**src/rtl/decode_stage_if.sv**
```systemverilog
// IF/ID-to-ID/EX bundle for the decode stage: fetch-side inputs, stall back-pressure,
// the registered ID/EX control/operand bundle and the performance counters.
interface decode_stage_if #(
   parameter int DATA_WIDTH    = 32,
   parameter int REG_NUM_WIDTH = 5,
   parameter int COUNT_WIDTH   = 16
);
   logic                     inValid;
   logic [31:0]              insn;
   logic                     flush;
   logic                     stall;
   logic                     exValid;
   logic [5:0]               exOp;
   logic [REG_NUM_WIDTH-1:0] exRs;
   logic [REG_NUM_WIDTH-1:0] exRt;
   logic [REG_NUM_WIDTH-1:0] exRd;
   logic [REG_NUM_WIDTH-1:0] exWrReg;
   logic [4:0]               exShamt;
   logic [DATA_WIDTH-1:0]    exImm;
   logic [25:0]              exJumpTarget;
   logic [3:0]               exAluCode;
   logic                     exAluSrc;
   logic                     exMemToReg;
   logic                     exRegWrite;
   logic                     exMemRead;
   logic                     exMemWrite;
   logic                     exBranch;
   logic                     exBranchNe;
   logic                     exJump;
   logic                     exIllegal;
   logic [COUNT_WIDTH-1:0]   decodeCount;
   logic [COUNT_WIDTH-1:0]   stallCount;

   modport master (
      output inValid, insn, flush,
      input  stall, exValid, exOp, exRs, exRt, exRd, exWrReg, exShamt, exImm,
             exJumpTarget, exAluCode, exAluSrc, exMemToReg, exRegWrite, exMemRead,
             exMemWrite, exBranch, exBranchNe, exJump, exIllegal, decodeCount, stallCount
   );

   modport slave (
      input  inValid, insn, flush,
      output stall, exValid, exOp, exRs, exRt, exRd, exWrReg, exShamt, exImm,
             exJumpTarget, exAluCode, exAluSrc, exMemToReg, exRegWrite, exMemRead,
             exMemWrite, exBranch, exBranchNe, exJump, exIllegal, decodeCount, stallCount
   );
endinterface

```
**src/rtl/decode_stage.sv**
```systemverilog
// MIPS instruction-decode stage: control decode, load-use stall against the instruction
// last issued, ID/EX register with flush, and saturating decode/stall counters.
module decode_stage #(
   parameter int DATA_WIDTH    = 32,
   parameter int REG_NUM_WIDTH = 5,
   parameter int COUNT_WIDTH   = 16,
   parameter int HAZARD_EN     = 1
) (
   input logic           clk,
   input logic           rst,
   decode_stage_if.slave bus_if
);
   localparam int OP_POS    = 26;
   localparam int RS_POS    = 21;
   localparam int RT_POS    = 16;
   localparam int RD_POS    = 11;
   localparam int SHAMT_POS = 6;
   localparam int FUNCT_POS = 0;

   localparam logic [5:0] OP_R    = 6'h00;
   localparam logic [5:0] OP_J    = 6'h02;
   localparam logic [5:0] OP_BEQ  = 6'h04;
   localparam logic [5:0] OP_BNE  = 6'h05;
   localparam logic [5:0] OP_ADDI = 6'h08;
   localparam logic [5:0] OP_SLTI = 6'h0A;
   localparam logic [5:0] OP_ANDI = 6'h0C;
   localparam logic [5:0] OP_ORI  = 6'h0D;
   localparam logic [5:0] OP_LW   = 6'h23;
   localparam logic [5:0] OP_SW   = 6'h2B;

   localparam logic [5:0] FN_ADD = 6'h20;
   localparam logic [5:0] FN_SUB = 6'h22;
   localparam logic [5:0] FN_AND = 6'h24;
   localparam logic [5:0] FN_OR  = 6'h25;
   localparam logic [5:0] FN_SLT = 6'h2A;

   // ADD is code 0 so a bubble (all-zero bundle) reads as a harmless ADD
   localparam logic [3:0] ALU_CODE_ADD = 4'd0;
   localparam logic [3:0] ALU_CODE_SUB = 4'd1;
   localparam logic [3:0] ALU_CODE_AND = 4'd2;
   localparam logic [3:0] ALU_CODE_OR  = 4'd3;
   localparam logic [3:0] ALU_CODE_SLT = 4'd4;

   typedef struct packed {
      logic                     valid;
      logic [5:0]               op;
      logic [REG_NUM_WIDTH-1:0] rs;
      logic [REG_NUM_WIDTH-1:0] rt;
      logic [REG_NUM_WIDTH-1:0] rd;
      logic [REG_NUM_WIDTH-1:0] wr_reg;
      logic [4:0]               shamt;
      logic [DATA_WIDTH-1:0]    imm;
      logic [25:0]              jump_target;
      logic [3:0]               alu_code;
      logic                     alu_src;
      logic                     mem_to_reg;
      logic                     reg_write;
      logic                     mem_read;
      logic                     mem_write;
      logic                     branch;
      logic                     branch_ne;
      logic                     jump;
      logic                     illegal;
   } ex_t;

   ex_t ex_q, ex_d, dec;

   logic [5:0]               op, funct;
   logic [REG_NUM_WIDTH-1:0] rs, rt, rd;
   logic                     reg_dst, alu_src, mem_to_reg, reg_write, mem_read, mem_write;
   logic                     branch, branch_ne, jump, illegal;
   logic [3:0]               alu_code;
   logic                     rs_used, rt_used, hazard, v;
   logic [COUNT_WIDTH-1:0]   decode_cnt_q, decode_cnt_d, stall_cnt_q, stall_cnt_d;

   assign op    = bus_if.insn[OP_POS +: 6];
   assign funct = bus_if.insn[FUNCT_POS +: 6];
   assign rs    = bus_if.insn[RS_POS +: REG_NUM_WIDTH];
   assign rt    = bus_if.insn[RT_POS +: REG_NUM_WIDTH];
   assign rd    = bus_if.insn[RD_POS +: REG_NUM_WIDTH];
   assign v     = bus_if.inValid;

   always_comb begin
      reg_dst    = 1'b0;
      alu_src    = 1'b0;
      mem_to_reg = 1'b0;
      reg_write  = 1'b0;
      mem_read   = 1'b0;
      mem_write  = 1'b0;
      branch     = 1'b0;
      branch_ne  = 1'b0;
      jump       = 1'b0;
      illegal    = 1'b0;
      alu_code   = ALU_CODE_ADD;
      case (op)
         OP_R: begin
            reg_dst   = 1'b1;
            reg_write = 1'b1;
            case (funct)
               FN_ADD:  alu_code = ALU_CODE_ADD;
               FN_SUB:  alu_code = ALU_CODE_SUB;
               FN_AND:  alu_code = ALU_CODE_AND;
               FN_OR:   alu_code = ALU_CODE_OR;
               FN_SLT:  alu_code = ALU_CODE_SLT;
               default: begin
                  reg_dst   = 1'b0;
                  reg_write = 1'b0;
                  illegal   = 1'b1;
               end
            endcase
         end
         OP_LW: begin
            alu_src    = 1'b1;
            mem_to_reg = 1'b1;
            reg_write  = 1'b1;
            mem_read   = 1'b1;
         end
         OP_SW: begin
            alu_src   = 1'b1;
            mem_write = 1'b1;
         end
         OP_BEQ: begin
            branch   = 1'b1;
            alu_code = ALU_CODE_SUB;
         end
         OP_BNE: begin
            branch    = 1'b1;
            branch_ne = 1'b1;
            alu_code  = ALU_CODE_SUB;
         end
         OP_ADDI, OP_SLTI, OP_ANDI, OP_ORI: begin
            alu_src   = 1'b1;
            reg_write = 1'b1;
            if (op == OP_SLTI)      alu_code = ALU_CODE_SLT;
            else if (op == OP_ANDI) alu_code = ALU_CODE_AND;
            else if (op == OP_ORI)  alu_code = ALU_CODE_OR;
         end
         OP_J:    jump    = 1'b1;
         default: illegal = 1'b1;
      endcase
   end

   always_comb begin
      dec             = '0;
      dec.valid       = v;
      dec.op          = op;
      dec.rs          = rs;
      dec.rt          = rt;
      dec.rd          = rd;
      dec.wr_reg      = (reg_dst && v) ? rd : rt;
      dec.shamt       = bus_if.insn[SHAMT_POS +: 5];
      dec.imm         = (op == OP_ANDI || op == OP_ORI) ?
                        {{(DATA_WIDTH-16){1'b0}}, bus_if.insn[15:0]} :
                        {{(DATA_WIDTH-16){bus_if.insn[15]}}, bus_if.insn[15:0]};
      dec.jump_target = bus_if.insn[25:0];
      dec.alu_code    = alu_code;
      dec.alu_src     = alu_src & v;
      dec.mem_to_reg  = mem_to_reg & v;
      dec.reg_write   = reg_write & v;
      dec.mem_read    = mem_read & v;
      dec.mem_write   = mem_write & v;
      dec.branch      = branch & v;
      dec.branch_ne   = branch_ne & v;
      dec.jump        = jump & v;
      dec.illegal     = illegal & v;
   end

   // rt of an I-type ALU op or load is a destination, not a source
   assign rs_used = (op != OP_J);
   assign rt_used = (op == OP_R) || (op == OP_BEQ) || (op == OP_BNE) || (op == OP_SW);

   assign hazard = (HAZARD_EN != 0) && v && ex_q.valid && ex_q.mem_read &&
                   (ex_q.wr_reg != '0) &&
                   ((rs_used && (ex_q.wr_reg == rs)) || (rt_used && (ex_q.wr_reg == rt)));

   assign bus_if.stall = hazard && !bus_if.flush;

   always_comb begin
      ex_d         = (bus_if.flush || hazard) ? '0 : dec;
      decode_cnt_d = decode_cnt_q;
      stall_cnt_d  = stall_cnt_q;
      if (ex_d.valid && (decode_cnt_q != '1)) decode_cnt_d = decode_cnt_q + COUNT_WIDTH'(1);
      if (bus_if.stall && (stall_cnt_q != '1)) stall_cnt_d = stall_cnt_q + COUNT_WIDTH'(1);
   end

   always_ff @(posedge clk) begin
      if (rst) begin
         ex_q         <= '0;
         decode_cnt_q <= '0;
         stall_cnt_q  <= '0;
      end else begin
         ex_q         <= ex_d;
         decode_cnt_q <= decode_cnt_d;
         stall_cnt_q  <= stall_cnt_d;
      end
   end

   assign bus_if.exValid      = ex_q.valid;
   assign bus_if.exOp         = ex_q.op;
   assign bus_if.exRs         = ex_q.rs;
   assign bus_if.exRt         = ex_q.rt;
   assign bus_if.exRd         = ex_q.rd;
   assign bus_if.exWrReg      = ex_q.wr_reg;
   assign bus_if.exShamt      = ex_q.shamt;
   assign bus_if.exImm        = ex_q.imm;
   assign bus_if.exJumpTarget = ex_q.jump_target;
   assign bus_if.exAluCode    = ex_q.alu_code;
   assign bus_if.exAluSrc     = ex_q.alu_src;
   assign bus_if.exMemToReg   = ex_q.mem_to_reg;
   assign bus_if.exRegWrite   = ex_q.reg_write;
   assign bus_if.exMemRead    = ex_q.mem_read;
   assign bus_if.exMemWrite   = ex_q.mem_write;
   assign bus_if.exBranch     = ex_q.branch;
   assign bus_if.exBranchNe   = ex_q.branch_ne;
   assign bus_if.exJump       = ex_q.jump;
   assign bus_if.exIllegal    = ex_q.illegal;
   assign bus_if.decodeCount  = decode_cnt_q;
   assign bus_if.stallCount   = stall_cnt_q;
endmodule

```
**src/flat_wrapper.sv**
```systemverilog
// flat-port wrapper written by rule: the top's interface ports become plain ports
module decode_stage_flat 
#(
   parameter int DATA_WIDTH    = 32,
   parameter int REG_NUM_WIDTH = 5,
   parameter int COUNT_WIDTH   = 16,
   parameter int HAZARD_EN     = 1
)
  (clk, rst, bus_if_inValid, bus_if_insn, bus_if_flush, bus_if_stall, bus_if_exValid, bus_if_exOp, bus_if_exRs, bus_if_exRt, bus_if_exRd, bus_if_exWrReg, bus_if_exShamt, bus_if_exImm, bus_if_exJumpTarget, bus_if_exAluCode, bus_if_exAluSrc, bus_if_exMemToReg, bus_if_exRegWrite, bus_if_exMemRead, bus_if_exMemWrite, bus_if_exBranch, bus_if_exBranchNe, bus_if_exJump, bus_if_exIllegal, bus_if_decodeCount, bus_if_stallCount);
  decode_stage_if #(.DATA_WIDTH(DATA_WIDTH), .REG_NUM_WIDTH(REG_NUM_WIDTH), .COUNT_WIDTH(COUNT_WIDTH)) bus_if_i ();
  input logic clk;
  input logic rst;
  input wire logic [$bits(bus_if_i.inValid)-1:0] bus_if_inValid;
  input wire logic [$bits(bus_if_i.insn)-1:0] bus_if_insn;
  input wire logic [$bits(bus_if_i.flush)-1:0] bus_if_flush;
  output wire logic [$bits(bus_if_i.stall)-1:0] bus_if_stall;
  output wire logic [$bits(bus_if_i.exValid)-1:0] bus_if_exValid;
  output wire logic [$bits(bus_if_i.exOp)-1:0] bus_if_exOp;
  output wire logic [$bits(bus_if_i.exRs)-1:0] bus_if_exRs;
  output wire logic [$bits(bus_if_i.exRt)-1:0] bus_if_exRt;
  output wire logic [$bits(bus_if_i.exRd)-1:0] bus_if_exRd;
  output wire logic [$bits(bus_if_i.exWrReg)-1:0] bus_if_exWrReg;
  output wire logic [$bits(bus_if_i.exShamt)-1:0] bus_if_exShamt;
  output wire logic [$bits(bus_if_i.exImm)-1:0] bus_if_exImm;
  output wire logic [$bits(bus_if_i.exJumpTarget)-1:0] bus_if_exJumpTarget;
  output wire logic [$bits(bus_if_i.exAluCode)-1:0] bus_if_exAluCode;
  output wire logic [$bits(bus_if_i.exAluSrc)-1:0] bus_if_exAluSrc;
  output wire logic [$bits(bus_if_i.exMemToReg)-1:0] bus_if_exMemToReg;
  output wire logic [$bits(bus_if_i.exRegWrite)-1:0] bus_if_exRegWrite;
  output wire logic [$bits(bus_if_i.exMemRead)-1:0] bus_if_exMemRead;
  output wire logic [$bits(bus_if_i.exMemWrite)-1:0] bus_if_exMemWrite;
  output wire logic [$bits(bus_if_i.exBranch)-1:0] bus_if_exBranch;
  output wire logic [$bits(bus_if_i.exBranchNe)-1:0] bus_if_exBranchNe;
  output wire logic [$bits(bus_if_i.exJump)-1:0] bus_if_exJump;
  output wire logic [$bits(bus_if_i.exIllegal)-1:0] bus_if_exIllegal;
  output wire logic [$bits(bus_if_i.decodeCount)-1:0] bus_if_decodeCount;
  output wire logic [$bits(bus_if_i.stallCount)-1:0] bus_if_stallCount;
  assign bus_if_i.inValid = bus_if_inValid;
  assign bus_if_i.insn = bus_if_insn;
  assign bus_if_i.flush = bus_if_flush;
  assign bus_if_stall = bus_if_i.stall;
  assign bus_if_exValid = bus_if_i.exValid;
  assign bus_if_exOp = bus_if_i.exOp;
  assign bus_if_exRs = bus_if_i.exRs;
  assign bus_if_exRt = bus_if_i.exRt;
  assign bus_if_exRd = bus_if_i.exRd;
  assign bus_if_exWrReg = bus_if_i.exWrReg;
  assign bus_if_exShamt = bus_if_i.exShamt;
  assign bus_if_exImm = bus_if_i.exImm;
  assign bus_if_exJumpTarget = bus_if_i.exJumpTarget;
  assign bus_if_exAluCode = bus_if_i.exAluCode;
  assign bus_if_exAluSrc = bus_if_i.exAluSrc;
  assign bus_if_exMemToReg = bus_if_i.exMemToReg;
  assign bus_if_exRegWrite = bus_if_i.exRegWrite;
  assign bus_if_exMemRead = bus_if_i.exMemRead;
  assign bus_if_exMemWrite = bus_if_i.exMemWrite;
  assign bus_if_exBranch = bus_if_i.exBranch;
  assign bus_if_exBranchNe = bus_if_i.exBranchNe;
  assign bus_if_exJump = bus_if_i.exJump;
  assign bus_if_exIllegal = bus_if_i.exIllegal;
  assign bus_if_decodeCount = bus_if_i.decodeCount;
  assign bus_if_stallCount = bus_if_i.stallCount;
  decode_stage #(.DATA_WIDTH(DATA_WIDTH), .REG_NUM_WIDTH(REG_NUM_WIDTH), .COUNT_WIDTH(COUNT_WIDTH), .HAZARD_EN(HAZARD_EN)) u_core (.clk(clk), .rst(rst), .bus_if(bus_if_i));
endmodule
```
**config.mk**
```make
export PLATFORM = sky130hd
export DESIGN_NAME = decode_stage_flat
export DESIGN_NICKNAME = d
export VERILOG_FILES = /design/src/rtl/decode_stage_if.sv /design/src/rtl/decode_stage.sv /design/src/flat_wrapper.sv
export SDC_FILE = /design/constraint.sdc
export NUM_CORES = 1
export LEC_CHECK = 0
export CORE_AREA = 2 2 79 81
export DETAILED_ROUTE_END_ITERATION = 10
export DIE_AREA = 0 0 81 83
export DONT_BUFFER_PORTS = 1
export PLACE_DENSITY_LB_ADDON = 0.12
export RECOVER_POWER = 50
export SLEW_MARGIN = 30
export SYNTH_ARGS = -nofsm -noshare
export SYNTH_HDL_FRONTEND = slang
export SYNTH_SLANG_ARGS = --single-unit
```
**constraint.sdc**
```tcl
create_clock -name clk -period 5.3 [get_ports clk]
set_input_delay 1.325 -clock clk [delete_from_list [all_inputs] [get_ports clk]]
set_output_delay 1.325 -clock clk [all_outputs]
set_load 0.005 [all_outputs]
```
# Word-level counts from Yosys, hierarchy flattened
# Cells that the tools add are included.
# op_classes
addsub,2
mul,0
n_div,0
order_cmp,0
eq_ne,19
n_shift,0
muxes,19
n_bitwise,8
reduce_logical,27
# op_table
operator,n
$mux 103,1
$eq 6x6->1 const B,7
$add 16x1->16 const B,2
$mux 32,1
$ne 16x16->1 const B,2
$eq 6x4->1 const B,4
$eq 6x3->1 const B,2
$pmux 3 s4,1
$pmux 4 s3,1
$eq 5x5->1,2
$logic_and 1x1->1,10
$reduce_or 5->1,2
$mux 1,9
$reduce_or 9->1,1
$and 1x1->1,8
$mux 4,2
$eq 6x2->1 const B,1
$logic_not 6->1,1
$logic_or 1x1->1,6
$ne 6x2->1 const B,1
$reduce_or 6->1,1
$mux 5,1
$reduce_bool 5->1,1
$pmux 1 s2,2
5 further kinds,6
# word_totals
reg_bits,119
latch_bits,0
ram_bits,0
romBits,0
input_bits,36
out_inout_bits,136
elab_cells,96
n_memories,0

# Depth between registers and ports, before layout
# depth
depth_word,10
depth_mapped,8
ltp_nobuf,7

# Worst setup path before layout
# Ideal clock, no wire load.
# synth_path
path_type,input to output
startpoint,input bus_if_insn[27]
endpoint,output bus_if_stall
t_arrival_ps,2293
required_time_ps,3975
setup_slack_ps,1682
cell_stages,5
n_path_buf,1
cell_sequence,buf_2 nor3_1 o2bb2ai_2 nand4_4 a21oi_1
# synth_via
elab_chain_cells,8
word_cells_on_any_way,13
cone_classes,eq/ne (4); reduce/logical (9)
# synth_lines
element,line_no,source
from (decl),flat_wrapper.sv:14,input wire logic [$bits(bus_if_i.insn)-1:0] bus_if_insn;
$eq 6x3->1 or $logic_not 6->1 (tied branches),decode_stage.sv:170,assign rt_used = (op == OP_R) || (op == OP_BEQ) || (op == OP_BNE) || (op == OP_SW);
$logic_or 1x1->1 (3 in a row),decode_stage.sv:170,
$logic_and 1x1->1,decode_stage.sv:174,((rs_used && (ex_q.wr_reg == rs)) || (rt_used && (ex_q.wr_reg == rt)));
$logic_or 1x1->1 (*),decode_stage.sv:174,
$logic_and 1x1->1 (*),decode_stage.sv:173,(ex_q.wr_reg != '0) &&
$logic_and 1x1->1 (*),decode_stage.sv:176,assign bus_if.stall = hazard && !bus_if.flush;
to (decl),flat_wrapper.sv:16,output wire logic [$bits(bus_if_i.stall)-1:0] bus_if_stall;
# Every way passes the cells marked *; elsewhere a longest branch is shown, timed or not.

# Final worst setup path
# layout_path
startpoint,input bus_if_insn[25]
endpoint,output bus_if_stall
# layout_via
elab_chain_cells,5
# layout_lines
element,line_no
$eq 5x5->1,decode_stage.sv:174
$logic_and 1x1->1,decode_stage.sv:174
$logic_or 1x1->1,decode_stage.sv:174
$logic_and 1x1->1,decode_stage.sv:173
$logic_and 1x1->1,decode_stage.sv:176
# No other way between the ends.

==> results.toml <==
[run_status]
status = "finished clean"

[critical_path]
crit_fanout = 8
criticalPathCategory = "primary input to output port"
critPathSlowestCell = "nor3_1"
max_stage_delay_ns = 0.37
start_kind = "primary input"
critPathBufInv = 0
cp-end-kind = "output port"
critPathRequiredTime_ns = 3.97
critPathArrivalTime_ns = 2.43
path_cells = "xor2_1, nor3_1, nand4_2, a21oi_1"
rrSetupSlack_ns = 2.72
cpLargestDelayFamily = "simple AND/OR/NAND/NOR gates"

[sta]
setup_tns_ns = 0
finalHoldViolations = 0
min_period_ns = 3.759
period_share_pct = 70.93
hold-worst-slack_ns = 0.5136
slew_headroom_pct = 46.27
skew_ns = 0.009154
rsz0062_at_grt = "false"
setup_viol = 0
worst_pin_slew_ns = 0.8048
slew_violations = 0
fmax_mhz = 266.0

[power_and_ir_drop]
comb_power_share_pct = 3.6
leakage_nw = 1.407
power.density_nw_per_um2 = 316.5
pwr-share-clk_pct = 41.8
p_switching_w = 0.0002686
power_w = 0.001184
p_seq_share_pct = 54.6
internal_power_w = 0.0009154
peakVddDrop_mv = 0.1722
power_switching_share_pct = 22.68

[cells_and_area]
fin_nets = 413
antenna_cells = 0
final_area_sq_um = 3741
fillers = 504
drive_gt1_share_pct = 11.58
area_growth_pct = -3.735

[synth]
ys_seq_area_share_pct = 42.24
synth-compound-area-share_pct = 8.918
synth_common_cells = "dfxtp_1, buf_4, nor2_1"
yosysWarnings = 0
syn_nets = 470
synth_top_area_share_pct = 42.24
synth_area_leaders = "dfxtp_1, buf_4, and2_1, nor2_1, nand3_1"
syn_avg_cell_area_sq_um = 8.996
synth_seq_cells = 82
synth_cells = 432
ys_types = 53
synth-main-ff-cell = "dfxtp_1"
synth_simple_gate_area_share_pct = 27.91
synthMuxAreaShare_pct = 4.057
synth_xor_area_share_pct = 3.155
synth_top_cell_by_area = "dfxtp_1"
async_flop_share_pct = 0
netlist_area_sq_um = 3886
synth_fa_ha_area_share_pct = 0.6439
synth_top_family_by_area = "simple AND/OR/NAND/NOR gates"
synth_most_common_cell = "dfxtp_1"
synth_edf_count = 0

[cts]
post_cts_buffers = 0
clock_tree.root_cell = "clkbuf_8"
cts_resized = 0
path_clk_slew_ns = 0.08
cts_buffers = 9
ctsHoldBuffers = 0
cts_sinks = 82
tritoncts = "built"
cts.path.max_buffers = 2
ctsHtreeMaxLevel = 3
clk_latency_ns = 0.35

[placement]
dp_hpwl_um = 5940
port_buffers = 0
place.gp.congestion = 0.8378
place_area_sq_um = 3523

[drt]
vias = 2700
drt_iter0_drc = 158
vias_per_cell = 5.934
drcViolationCount = 0
final_antenna_net_count = 0
wire_per_inst_um = 17.82
drt_wl_total_um = 8106
drt_first_pass_iters = 4

[die]
die-area_sq_um = 6723
die_w_um = 81
die_h_um = 83
start_util_pct = 66.82
rows = 28
io_pins = 172
core_sq_um = 5816

[global_route]
grt_max_degree = 50
grt_pass1_wl_um = 13010
grt_pass1_vias = 2586
antenna_found_initial = 0
grt_usage_pct = 24.45
overflow = 0

[flow_run]
maxCapViolCount = 0

[hold_path]
min_path_type = "flip-flop to flip-flop"
==> cells by family after synthesis <==
| kind of cell | Yosys count |
|---|---|
| other | 1 |
| AO/OA/AOI/OAI | 53 |
| flip-flops | 82 |
| XOR/XNOR | 14 |
| adder cells (fa/ha/maj) | 2 |
| buffers and inverters | 77 |
| AND/OR/NAND/NOR | 189 |
| multiplexers | 14 |
==> path summary, 6_finish.rpt <==
check / cells after the start / to / start
setup / recovery: 4 / bus_if_stall / bus_if_insn[25]
hold reg to reg: 2 / u_core.bus_if.decodeCount[5] / u_core.bus_if.decodeCount[5]
setup reg to reg: 6 / u_core.bus_if.stallCount[15] / u_core.bus_if.exWrReg[4]
hold / removal: 2 / u_core.bus_if.decodeCount[5] / u_core.bus_if.decodeCount[5]
==> cells in the final DEF, fill, tap and decap left out, types with 2 or more instances in the layout <==
cell        n
o21ai_0    10
ha_1        2
clkbuf_8    9
bufinv_16   2
and2_1     32
a31o_2      3
a41oi_1     2
a31oi_1     3
nand2_1    12
or2_2       2
and3_1      7
nand4b_1    2
nand2b_1    5
o31ai_1     3
nand3b_1    2
inv_1       8
nor2_1     38
nand3_1    26
nor4_1      7
nand4_1    11
nor2b_1    13
mux2_2     10
and4_1      2
mux2i_1     3
or3_1       9
a21oi_1    22
nor3_1      9
dfxtp_1    82
or4_1       2
xor2_1     13
==> per-layer routing <==
metal	up-vias	GRT usage, %	routed length (um)
met5	-	0	0
met4	0	9.399	134
met3	13	7.500	642
met2	120	40.35	4100
met1	1239	29.38	3229
li1	1328	-	-
==> power by group through the flow <==
stage                     clock network [W]  registers [W]  logic (W)
after floorplan                           0       0.000655  0.0000670
after global placement                    0       0.000661  0.0000417
after detailed placement                  0       0.000661  0.0000430
after CTS                          0.000503       0.000647  0.0000433
after global routing               0.000531       0.000650  0.0000491
final                              0.000495       0.000646  0.0000429
==> stage by stage <==
| stage | instances | setup WS, ns | util [%] |
|---|---|---|---|
| 2_1_floorplan | 432 | 1.682 | - |
| 3_3_place_gp | 439 | 1.538 | 60.50 |
| 3_5_place_dp | 439 | 1.522 | 60.59 |
| 4_1_cts | 455 | 1.519 | 64.33 |
| 5_1_grt | 455 | 1.391 | 64.33 |
| 6_report | 455 | 1.541 | 64.33 |
==> layout make-up <==
type                    instances  area, sq um  share of cell area [%]
clock buffers                  10        127.6                   3.411
multi-input cells             273         1750                   46.79
repair buffers                  1        7.507                  0.2007
flip-flops and latches         82         1642                   43.88
inverters                       8        30.03                  0.8027
clock inverters                 6        90.09                   2.408
well taps                      75        93.84                   2.508
==> sequential cells by signal, indices dropped and copies added, names as in the netlist <==
name                        flops
u_core.bus_if.exJumpTarget     26
u_core.bus_if.decodeCount      16
u_core.bus_if.stallCount       16
u_core.bus_if.exOp              6
u_core.bus_if.exWrReg           5
u_core.bus_if.exAluCode         3
u_core.bus_if.exAluSrc          1
u_core.bus_if.exBranch          1
u_core.bus_if.exBranchNe        1
u_core.bus_if.exIllegal         1
u_core.bus_if.exImm             1
u_core.bus_if.exJump            1
u_core.bus_if.exMemToReg        1
u_core.bus_if.exMemWrite        1
u_core.bus_if.exRegWrite        1
u_core.bus_if.exValid           1
==> tightest hold or removal path, cell delays in order (launching register included) <==
cell and delay (ns):
dfxtp_1 0.35, o31ai_1 0.07, a21oi_1 0.06
No activity file was read; power rests on OpenSTA's default activity.
